[config.mk]
export PLATFORM = sky130hd
export DESIGN_NAME = mult_share_ctrl_flat
export DESIGN_NICKNAME = d
export VERILOG_FILES = /design/src/rtl/mult_share_ctrl_if.sv /design/src/rtl/mult_share_ctrl.sv /design/src/flat_wrapper.sv
export SDC_FILE = /design/constraint.sdc
export NUM_CORES = 1
export LEC_CHECK = 0
export ABC_AREA = 1
export CORE_AREA = 2 2 81 83
export CTS_BUF_LIST = sky130_fd_sc_hd__clkbuf_4 sky130_fd_sc_hd__clkbuf_8
export DETAILED_ROUTE_END_ITERATION = 7
export DIE_AREA = 0 0 83 85
export PLACE_DENSITY = 0.93
export SETUP_SLACK_MARGIN = 0.5
export SYNTH_ARGS = -nofsm -noshare
export SYNTH_HDL_FRONTEND = slang
export SYNTH_SLANG_ARGS = --single-unit
[constraint.sdc]
create_clock -name clk -period 2.2 [get_ports clk]
set_input_delay 0.22 -clock clk [delete_from_list [all_inputs] [get_ports clk]]
set_output_delay 0.22 -clock clk [all_outputs]
set_load 0.01 [all_outputs]
[src/rtl/mult_share_ctrl_if.sv]
// Bundle of requester, multiplier and response signals for mult_share_ctrl.
// The controller connects through the slave modport and its environment through the master modport.
interface mult_share_ctrl_if #(
  parameter int NREQ = 4,
  parameter int IDW  = $clog2(NREQ)
);
  logic [NREQ-1:0]   req_valid;
  logic [NREQ-1:0]   req_ready;
  logic [8*NREQ-1:0] req_a;
  logic [8*NREQ-1:0] req_b;
  logic [7:0]        mul_a;
  logic [7:0]        mul_b;
  logic [15:0]       mul_p;
  logic              rsp_valid;
  logic              rsp_ready;
  logic [IDW-1:0]    rsp_id;
  logic [15:0]       rsp_p;
  logic              busy;

  modport slave (
    input  req_valid, req_a, req_b, mul_p, rsp_ready,
    output req_ready, mul_a, mul_b, rsp_valid, rsp_id, rsp_p, busy
  );

  modport master (
    output req_valid, req_a, req_b, mul_p, rsp_ready,
    input  req_ready, mul_a, mul_b, rsp_valid, rsp_id, rsp_p, busy
  );
endinterface

[src/rtl/mult_share_ctrl.sv]
// Round-robin arbiter sharing one external combinational 8x8 multiplier among NREQ requesters.
// Operands are registered onto the array, allowed MUL_CYCLES to settle, then the product is returned.
module mult_share_ctrl #(
  parameter int NREQ       = 4,
  parameter int MUL_CYCLES = 2,
  parameter int IDW        = $clog2(NREQ)
) (
  input  logic              clk,
  input  logic              rst_n,
  mult_share_ctrl_if.slave  bus
);

  localparam int CNTW = (MUL_CYCLES > 1) ? $clog2(MUL_CYCLES) : 1;
  localparam logic [CNTW-1:0] CNT_LOAD = CNTW'(MUL_CYCLES - 1);
  localparam logic [IDW-1:0]  LAST_IDX = IDW'(NREQ - 1);

  typedef enum logic [1:0] {
    ST_IDLE = 2'd0,
    ST_CALC = 2'd1,
    ST_RESP = 2'd2
  } state_t;

  state_t          state_q;
  logic [IDW-1:0]  ptr_q;
  logic [IDW-1:0]  ptr_d;
  logic [CNTW-1:0] cnt_q;
  logic [7:0]      mul_a_q;
  logic [7:0]      mul_b_q;
  logic [15:0]     rsp_p_q;
  logic [IDW-1:0]  rsp_id_q;
  logic            rsp_valid_q;
  logic            busy_q;

  logic            grant_vld_s;
  logic [IDW-1:0]  grant_idx_s;
  logic [NREQ-1:0] req_ready_s;
  logic [7:0]      op_a_s;
  logic [7:0]      op_b_s;

  // Returns {found, index} of the first valid requester at or above ptr, wrapping modulo NREQ.
  function automatic logic [IDW:0] rr_pick(input logic [NREQ-1:0] valid, input logic [IDW-1:0] ptr);
    logic [IDW:0]   pick;
    logic [IDW-1:0] sel;
    int             idx;
    pick = {(IDW+1){1'b0}};
    for (int k = NREQ - 1; k >= 0; k--) begin
      idx = (int'(ptr) + k) % NREQ;
      sel = IDW'(idx);
      if (valid[sel]) begin
        pick = {1'b1, sel};
      end
    end
    return pick;
  endfunction

  // Grant selection, operand mux and combinational accept; accept is gated by reset and IDLE.
  always_comb begin
    {grant_vld_s, grant_idx_s} = rr_pick(bus.req_valid, ptr_q);
    op_a_s      = bus.req_a[{grant_idx_s, 3'b000} +: 8];
    op_b_s      = bus.req_b[{grant_idx_s, 3'b000} +: 8];
    req_ready_s = {NREQ{1'b0}};
    if (grant_idx_s == LAST_IDX) begin
      ptr_d = {IDW{1'b0}};
    end else begin
      ptr_d = grant_idx_s + IDW'(1);
    end
    if (rst_n && (state_q == ST_IDLE) && grant_vld_s) begin
      req_ready_s = {{(NREQ-1){1'b0}}, 1'b1} << grant_idx_s;
    end else begin
      req_ready_s = {NREQ{1'b0}};
    end
  end

  // Control sequencer: grant in IDLE, settle countdown in CALC, hold response in RESP.
  always_ff @(posedge clk or negedge rst_n) begin
    if (!rst_n) begin
      state_q     <= ST_IDLE;
      ptr_q       <= {IDW{1'b0}};
      cnt_q       <= {CNTW{1'b0}};
      mul_a_q     <= 8'h00;
      mul_b_q     <= 8'h00;
      rsp_p_q     <= 16'h0000;
      rsp_id_q    <= {IDW{1'b0}};
      rsp_valid_q <= 1'b0;
      busy_q      <= 1'b0;
    end else begin
      case (state_q)
        ST_IDLE: begin
          if (grant_vld_s) begin
            mul_a_q  <= op_a_s;
            mul_b_q  <= op_b_s;
            rsp_id_q <= grant_idx_s;
            ptr_q    <= ptr_d;
            cnt_q    <= CNT_LOAD;
            busy_q   <= 1'b1;
            state_q  <= ST_CALC;
          end
        end
        ST_CALC: begin
          // The array has had MUL_CYCLES edges to settle once the count reaches zero.
          if (cnt_q == {CNTW{1'b0}}) begin
            rsp_p_q     <= bus.mul_p;
            rsp_valid_q <= 1'b1;
            state_q     <= ST_RESP;
          end else begin
            cnt_q <= cnt_q - CNTW'(1);
          end
        end
        ST_RESP: begin
          if (bus.rsp_ready) begin
            rsp_valid_q <= 1'b0;
            busy_q      <= 1'b0;
            state_q     <= ST_IDLE;
          end
        end
        default: begin
          rsp_valid_q <= 1'b0;
          busy_q      <= 1'b0;
          state_q     <= ST_IDLE;
        end
      endcase
    end
  end

  assign bus.req_ready = req_ready_s;
  assign bus.mul_a     = mul_a_q;
  assign bus.mul_b     = mul_b_q;
  assign bus.rsp_valid = rsp_valid_q;
  assign bus.rsp_id    = rsp_id_q;
  assign bus.rsp_p     = rsp_p_q;
  assign bus.busy      = busy_q;

endmodule

[src/flat_wrapper.sv]
// flat-port wrapper written by rule: the top's interface ports become plain ports
module mult_share_ctrl_flat 
#(
  parameter int NREQ       = 4,
  parameter int MUL_CYCLES = 2,
  parameter int IDW        = $clog2(NREQ)
)
  (clk, rst_n, bus_req_valid, bus_req_a, bus_req_b, bus_mul_p, bus_rsp_ready, bus_req_ready, bus_mul_a, bus_mul_b, bus_rsp_valid, bus_rsp_id, bus_rsp_p, bus_busy);
  mult_share_ctrl_if #(.NREQ(NREQ), .IDW(IDW)) bus_i ();
  input  logic clk;
  input  logic rst_n;
  input wire logic [$bits(bus_i.req_valid)-1:0] bus_req_valid;
  input wire logic [$bits(bus_i.req_a)-1:0] bus_req_a;
  input wire logic [$bits(bus_i.req_b)-1:0] bus_req_b;
  input wire logic [$bits(bus_i.mul_p)-1:0] bus_mul_p;
  input wire logic [$bits(bus_i.rsp_ready)-1:0] bus_rsp_ready;
  output wire logic [$bits(bus_i.req_ready)-1:0] bus_req_ready;
  output wire logic [$bits(bus_i.mul_a)-1:0] bus_mul_a;
  output wire logic [$bits(bus_i.mul_b)-1:0] bus_mul_b;
  output wire logic [$bits(bus_i.rsp_valid)-1:0] bus_rsp_valid;
  output wire logic [$bits(bus_i.rsp_id)-1:0] bus_rsp_id;
  output wire logic [$bits(bus_i.rsp_p)-1:0] bus_rsp_p;
  output wire logic [$bits(bus_i.busy)-1:0] bus_busy;
  assign bus_i.req_valid = bus_req_valid;
  assign bus_i.req_a = bus_req_a;
  assign bus_i.req_b = bus_req_b;
  assign bus_i.mul_p = bus_mul_p;
  assign bus_i.rsp_ready = bus_rsp_ready;
  assign bus_req_ready = bus_i.req_ready;
  assign bus_mul_a = bus_i.mul_a;
  assign bus_mul_b = bus_i.mul_b;
  assign bus_rsp_valid = bus_i.rsp_valid;
  assign bus_rsp_id = bus_i.rsp_id;
  assign bus_rsp_p = bus_i.rsp_p;
  assign bus_busy = bus_i.busy;
  mult_share_ctrl #(.NREQ(NREQ), .MUL_CYCLES(MUL_CYCLES), .IDW(IDW)) u_core (.clk(clk), .rst_n(rst_n), .bus(bus_i));
endmodule
==> results of run 1 <==
## flip-flops by register name, indices dropped and copies added, names as in the netlist
name,flops
u_core.bus.busy,1
u_core.bus.mul_a,8
u_core.bus.mul_b,8
u_core.bus.rsp_id,2
u_core.bus.rsp_p,16
u_core.bus.rsp_valid,1
u_core.cnt_q,1
u_core.ptr_q,2
u_core.state_q,2
## cell usage in the layout (no fill, tap or decap), types with 2 or more instances in the layout
master           count
clkdlybuf4s50_1    121
nand2_1             77
inv_1               62
nand3_1             51
dfrtp_1             41
buf_4               20
nand2_4             18
mux2_2              16
o211ai_1            10
nand3_4              7
nand2_2              7
nor2_4               7
nor2_1               6
clkbuf_8             5
inv_2                4
o21ai_0              4
buf_2                3
buf_6                3
nand3_2              2
inv_4                2
nor3_4               2
o21ai_1              2
buf_8                2
buf_12               2
## per-stage QoR
stage                     instance area [um2]  power, mW  instances  setup slack [ps]  setup TNS (ps)
after floorplan                          2630       4.11        336               490               0
after global placement                   4030       5.55        543              -142            -509
after detailed placement                 4030       5.71        543              -220            -775
after CTS                                4310       6.76        557              83.8               0
after global routing                     4420       7.66        561             -27.6           -54.6
final                                    4420       7.17        561              20.3               0
## worst reg2reg max path, cell delays in order, from the launching register on
cell,delay [ps]
dfrtp_1,400
buf_12,160
inv_12,90
nand2_4,50
nand2_4,120
nand3_4,110
nand3_4,110
nand2_4,70
nand2_4,100
buf_4,120
buf_4,100
buf_4,160
nand3_1,110
nand3_1,110
nand2_1,80
nand2_1,60
nand2_1,40
## cells by family (layout without fill, tap and decap cells)
group	Yosys count	after routing	share of synthesized area, %
compound gates	18	18	4.68
fa+ha+maj	1	1	0.498
buf+inv	82	228	14.0
flops	41	41	40.8
mux	16	16	7.17
simple gates	178	180	32.8
## final timing paths
kind	from	to	slack [ps]	depth (start not counted)
min in group clk	u_core.cnt_q$_DFFE_PN0P_	u_core.state_q[0]$_DFFE_PN0P_	480	2
worst max-delay path	bus_req_valid[3]	bus_req_ready[3]	20	13
max in group asynchronous	rst_n	u_core.bus.mul_a[6]$_DFFE_PN0P_	1800	2
worst max register to register	u_core.ptr_q[0]$_DFFE_PN0P_	u_core.bus.mul_a[2]$_DFFE_PN0P_	130	16
worst min-delay path	rst_n	u_core.bus.busy$_DFFE_PN0P_	50	2
worst min register to register	u_core.cnt_q$_DFFE_PN0P_	u_core.state_q[0]$_DFFE_PN0P_	480	2
## layout make-up
class | count | area, um2
Inverter | 70 | 285
Sequential cell | 41 | 1030
Clock buffer | 5 | 68.8
Tap cell | 77 | 96.3
Timing Repair Buffer | 151 | 1480
Fill cell | 462 | 1790
Multi-Input combinational cell | 215 | 1430
Clock inverter | 2 | 35.0
## power breakdown
| group | switching [mW] | internal [mW] | total (mW) |
|---|---|---|---|
| combinational | 2.85 | 2.37 | 5.23 |
| sequential | 0.212 | 1.16 | 1.37 |
| clock | 0.248 | 0.330 | 0.577 |
| total | 3.31 | 3.86 | 7.17 |
## routing by layer
layer  vias up  part of all wire, %
met3        21                  6.2
met2       115                   55
li1       1348                    -
met5         -                    0
met4         0                  2.7
met1      1277                   36
## what timing repair did
item                                    CTS  global route
gates resized for setup                  48            22
gates cloned                              2             0
endpoints found under the setup margin   27            43
buffers inserted                          5             4
hold buffers                              0             0
pin swaps                                18            11
==> results.tsv, run 1 <==
metric	value	unit
max frequency	459	MHz
Final Hold Viols	0	
CTS Buf Count	5	
final setup vio count	0	
global-route wire length before repair	12.8	mm
crit end category	output port	
Pins Over Slew Limit	0	
synth unique cells	24	
maximum clock path buffer count	2	
clk sinks	41	
Global Route met3 Usage	5.45	%
Synth top area share	40.8	%
Max-Slew Margin vs Limit	66.5	%
cell family with most CP delay	buffers and inverters	
Clock Latency Late Sink	290	ps
syn nets	424	
n_diodes	0	
Worst Tran Pin Value	502	ps
die height	85	um
RSZ-0062 raised after global routing	yes	
starting density of the core	40.5	%
Commonest cells post-synth	95 x nand2_1, 66 x inv_1, 55 x nand3_1, 41 x dfrtp_1, 16 x mux2_2	
Startpoint Class	input port	
grt ovf	0	
Worst path most repeated cell	nand2_4	
Critical Path RT	1980	ps
GR Util All Layers	22.5	%
IO Count	127	
sequential share of the synthesized area	40.8	%
average size of a mapped cell	7.48	um2
count leader, synth	nand2_1	
final worst-path cycle share	99.1	%
row cnt	29	
met2 usage	44.0	%
EDFF count, synth	0	
final hold slack	45.8	ps
outcome	completed	
Top FF cell, synth	dfrtp_1	
Vias	2761	
Post-DP HPWL	5.83	mm
core area	6200	um2
power density over cell area	1620	nW/um2
kind of critical path	input port to output port	
met1 GRT Util	22.9	%
Max Cap Viol	0	
WL/cell	14.4	um
crit-path max FO	6	
YS warnings	0	
synthesis-to-layout area growth	75.8	%
residual DRC count	0	
TritonCTS clock tree	built	
layout cells sized above 1	22.1	%
synth top area cells	dfrtp_1 41%, nand2_1 14%, nand3_1 11%	
worst clock skew	11.7	ps
Core Util, Final	71.2	%
Die X	83	um
DIE AREA	7060	um2
drt pass-1 iters	4	
Synth Register Bits	41	
crit path cell chain	clkdlybuf4s50_1 > inv_1 > nand2_4 > nand3_4 > nand2_4 > nand3_4 > nand2_4 > nand2_4 > nand2_8 > ha_4 > inv_4 > nor2_4 > buf_6	
H-tree depth	2	
port bufs	126	
antenna violations before repair	0	
worst vdd ir	0.00105	V
Period minus WS final	2180	ps
vias in the first global route	2794	
RD Place Congestion	0.799	
HP Class	input port to async pin	
Routed Antenna Nets	0	
1st-iter DRT viols	143	
clock root cell	clkbuf_8	
Worst path max stage delay	560	ps
final WL	8.10	mm
vias per cell	4.92	
Worst EP arrival	1960	ps
Synth area leader	dfrtp_1	
layer with the highest usage	met2	
FFs w/ async S/R, synth	100	%
Slowest-stage cell, CP	clkdlybuf4s50_1	
Gate Count Post-Synth	336	
Worst-path clk slew	80	ps
synthesized cell area	2510	um2
post-layout net count	572	
LEAKAGE	2.17	nW
Worst Path Buf+Inv	4	
largest net degree at the start of global routing	42	
Power figures use the tool's default switching activity.
==> inputs of run 2 (changes only) <==
Settings changed: CORE_AREA 2 2 81 83 to 10 10 89 91, DIE_AREA 0 0 83 85 to 0 0 99 101.
==> results.tsv, run 2 (synthesis results as in run 1) <==
metric	value	unit
outcome	completed	
post-layout net count	564	
Worst Tran Pin Value	527	ps
Vias	2786	
combinational share of power	71.7	%
r2r startpoint	u_core.ptr_q[0]$_DFFE_PN0P_	
Period minus WS final	2160	ps
dpl cells	542	
CTS Hold Bufs	0	
n_diodes	0	
1st-iter DRT viols	118	
residual DRC count	0	
Routed Antenna Nets	0	
most frequent cells in the layout	121 x clkdlybuf4s50_1, 82 x nand2_1, 63 x inv_1	
RD Place Congestion	0.858	
max frequency	464	MHz
commonest non-fill, non-tap cell in the layout	clkdlybuf4s50_1	
Worst EP arrival	1940	ps
port bufs	126	
Startpoint Class	flop	
GR Util All Layers	18.2	%
layout cells sized above 1	19.7	%
vias in the first global route	3087	
setup tns final	0	ps
global-route wire length before repair	14.8	mm
clk sinks	41	
power density over cell area	1630	nW/um2
die height	101	um
synthesis-to-layout area growth	71.3	%
Reg-to-Reg End	u_core.bus.mul_b[5]$_DFFE_PN0P_	
final setup vio count	0	
final hold slack	104	ps
kind of critical path	flop to output port	
clock root cell	clkbuf_8	
worst vdd ir	0.00102	V
final WL	9.25	mm
maximum clock path buffer count	2	
Clock Latency Late Sink	290	ps
Worst-path clk slew	90	ps
Reg2Reg Depth	12	
Die X	99	um
max reg flops	16	
switching portion of total power	45.7	%
Critical Path RT	1980	ps
Max-Slew Margin vs Limit	64.9	%
Final Hold Viols	0	
crit-path max FO	7	
DIE AREA	10000	um2
core area	6200	um2
Finished Layout Cells	554	
grt ovf	0	
final worst-path cycle share	98.0	%
P_int	3.81	mW
starting density of the core	40.5	%
WL/cell	16.7	um
Final Power	7.01	mW
CTS Buf Count	5	
largest net degree at the start of global routing	42	
drt pass-1 iters	4	
vias per cell	5.03	
HP Class	input port to async pin	
RSZ-0062 raised after global routing	yes	
IO Count	127	
worst clock skew	9.07	ps
clock power share	8.1	%
sequential share of power	20.2	%
Sw Pwr	3.20	mW
crit end category	output port	
LEAKAGE	2.12	nW
Post-DP HPWL	7.03	mm
Pins Over Slew Limit	0	
Max Cap Viol	0	
Reg2Reg Setup Slack	110	ps
TritonCTS clock tree	built	
antenna violations before repair	0	
H-tree depth	2	
row cnt	29	
## run 2: power by group through the flow
stage          sequential, mW  clock [mW]  combinational (mW)
6_report                 1.42       0.566                5.03
5_1_grt                  1.46       0.604                5.49
4_1_cts                  1.41       0.568                4.92
3_5_place_dp             1.41           0                4.31
3_3_place_gp             1.39           0                4.12
2_1_floorplan            1.52           0                2.59
## run 2: how the worst max path moves through the flow
stage                                start  depth (start not counted)               end  slack, ps
2_1_floorplan  u_core.ptr_q[0]$_DFFE_PN0P_                         13  bus_req_ready[3]        490
3_3_place_gp              bus_req_valid[3]                         12  bus_req_ready[1]       -160
3_5_place_dp              bus_req_valid[3]                         13  bus_req_ready[3]       -240
4_1_cts        u_core.ptr_q[0]$_DFFE_PN0P_                         12  bus_req_ready[0]         80
5_1_grt        u_core.ptr_q[0]$_DFFE_PN0P_                         11  bus_req_ready[0]        -70
6_report       u_core.ptr_q[0]$_DFFE_PN0P_                         11  bus_req_ready[0]         40
## run 2: routing by layer
metal / global-route usage (%) / vias up / wire (um)
li1: - / 1328 / -
met1: 17.3 / 1294 / 3170
met2: 33.5 / 133 / 4880
met3: 7.89 / 31 / 831
met4: 7.50 / 0 / 369
met5: 0 / - / 0
## run 2: cell type report
type	count	area (um2)
fill	474	1900
timing repair buffer	145	1450
multi-input combinational	213	1360
sequential	41	1030
inverter	70	278
clock buffer	7	96.3
tap	77	96.3
clock inverter	1	8.76
## run 2: worst max-delay path, cell delays in order, from the launching register on
cell and delay (ps):
dfrtp_2 550, inv_8 90, nand2_4 100, nand3_4 90, nand2_4 100, inv_2 60, nand4_1 110, nand2_4 70
inv_4 80, nand2_8 70, nor3_4 170, buf_2 150
## run 2: what timing repair did
item                                    in CTS  in global routing
endpoints found under the hold margin        0                  0
setup buffers                                2                  0
endpoints found under the setup margin      27                 43
cloned                                       2                  0
gates resized for setup                     38                  7
pin swaps                                    7                  1
## run 2: metrics by stage
| stage | instance area (um2) | worst slack (ps) | util [%] |
|---|---|---|---|
| floorplan | 2630 | 490 | - |
| global placement | 4010 | -158 | 64.6 |
| detailed placement | 4010 | -238 | 64.6 |
| CTS | 4270 | 78.3 | 68.8 |
| global route | 4310 | -66.5 | 69.4 |
| finish | 4310 | 43.4 | 69.4 |
==> inputs of run 3 (changes only) <==
==> constraint.sdc (replaced) <==
create_clock -name clk -period 2.2 [get_ports clk]
set_input_delay 0.22 -clock clk [delete_from_list [all_inputs] [get_ports clk]]
set_output_delay 0.22 -clock clk [all_outputs]
set_load 0.02 [all_outputs]
==> results.tsv, run 3 (synthesis results as in run 1) <==
metric	value	unit
outcome	finished, violations left	
violated checks	setup timing	
vias per cell	4.93	
power density over cell area	1670	nW/um2
residual DRC count	0	
CTS Buf Count	5	
global-route wire length before repair	14.2	mm
Worst-path clk slew	80	ps
Pins Over Slew Limit	0	
Max Cap Viol	0	
Routed Antenna Nets	0	
WL/cell	16.3	um
IO Count	127	
final hold slack	100	ps
final setup vio count	3	
max reg flops	16	
Critical Path RT	1980	ps
antenna violations before repair	0	
Post-DP HPWL	6.87	mm
kind of critical path	flop to output port	
max frequency	450	MHz
PnR worst setup slack	-22.0	ps
Max-Slew Margin vs Limit	65.7	%
H-tree depth	2	
RD Place Congestion	0.809	
Fill cells	489	
Final Power	7.31	mW
Worst Tran Pin Value	514	ps
synthesis-to-layout area growth	73.9	%
LEAKAGE	2.15	nW
Period minus WS final	2220	ps
largest net degree at the start of global routing	42	
Startpoint Class	flop	
RSZ-0062 raised after global routing	yes	
core area	6200	um2
dpl cells	545	
crit-path max FO	7	
starting density of the core	40.5	%
port bufs	126	
final worst-path cycle share	101	%
DIE AREA	10000	um2
placed inst area	4050	um2
die height	101	um
clk sinks	41	
Die X	99	um
HP Class	input port to async pin	
worst clock skew	7.94	ps
Final Hold Viols	0	
1st-iter DRT viols	80	
TritonCTS clock tree	built	
final instance area	4370	um2
Vias	2770	
layout cells sized above 1	21.2	%
grt ovf	0	
clock root cell	clkbuf_8	
final WL	9.15	mm
crit end category	output port	
drt pass-1 iters	4	
GR Util All Layers	17.1	%
Worst EP arrival	2000	ps
row cnt	29	
most frequent cells in the layout	121 x clkdlybuf4s50_1, 80 x nand2_1, 63 x inv_1	
vias in the first global route	2953	
post-layout net count	572	
Clock Latency Late Sink	290	ps
worst vdd ir	0.000928	V
n_diodes	0	
maximum clock path buffer count	2	
Finished Layout Cells	562	
Core Util, Final	70.5	%
commonest non-fill, non-tap cell in the layout	clkdlybuf4s50_1	
==> run 3: power by group <==
part | leakage (nW) | internal (mW) | switching (mW)
registers | 0.487 | 1.16 | 0.250
clock network | 0.0574 | 0.369 | 0.265
logic | 1.60 | 2.31 | 2.96
==> run 3: layout make-up <==
type / instances / area, um2 / area share (%)
Sequential cell: 41 / 1030 / 23.5
Clock buffer: 6 / 82.6 / 1.89
Clock inverter: 2 / 37.5 / 0.859
Multi-Input combinational cell: 214 / 1350 / 30.8
Inverter: 70 / 280 / 6.41
Timing Repair Buffer: 152 / 1500 / 34.3
Tap cell: 77 / 96.3 / 2.20
==> run 3: path summary, 6_finish.rpt <==
path	startpoint	to	slack, ps	cells after the start
worst max-delay path	u_core.ptr_q[0]$_DFFE_PN0P_	bus_req_ready[0]	-20	11
worst min-delay path	rst_n	u_core.bus.rsp_p[14]$_DFFE_PN0P_	100	2
worst max register to register	u_core.ptr_q[0]$_DFFE_PN0P_	u_core.bus.mul_a[2]$_DFFE_PN0P_	50	14
worst min register to register	u_core.cnt_q$_DFFE_PN0P_	u_core.state_q[0]$_DFFE_PN0P_	490	2
max in group asynchronous	rst_n	u_core.ptr_q[0]$_DFFE_PN0P_	1720	2
min in group clk	u_core.cnt_q$_DFFE_PN0P_	u_core.state_q[0]$_DFFE_PN0P_	490	2
==> run 3: what timing repair did <==
action                                  in CTS  in global routing
pin swaps                                    7                  2
resized for setup                           41                 13
setup buffers                                3                  4
gates cloned                                 0                  2
hold buffers                                 0                  0
endpoints found under the setup margin      27                 43
==> run 3: metal layers <==
layer  up-vias  routed length, um  GRT usage, %
met5         -                  0             0
met2       105               4980          31.8
li1       1346                  -             -
met3        17                680          5.90
met4         0                214          5.84
met1      1302               3280          17.2
==> run 3: critical path: stages, from the launching register on <==
cell and delay (ps):
dfrtp_2 530, inv_8 140, nand2_4 70, nand2_4 100, nand3_4 90, nand3_4 120, nand2_4 60, nand2_4 70
nand2_4 70, buf_6 140, nor3_4 170, buf_6 150
==> run 3: through the flow <==
stage                     setup WS (ps)  setup TNS, ps
after CTS                          34.1              0
final                             -22.0          -36.4
after global placement             -227           -888
after global routing              -93.1           -593
after floorplan                     446              0
after detailed placement           -317          -1810
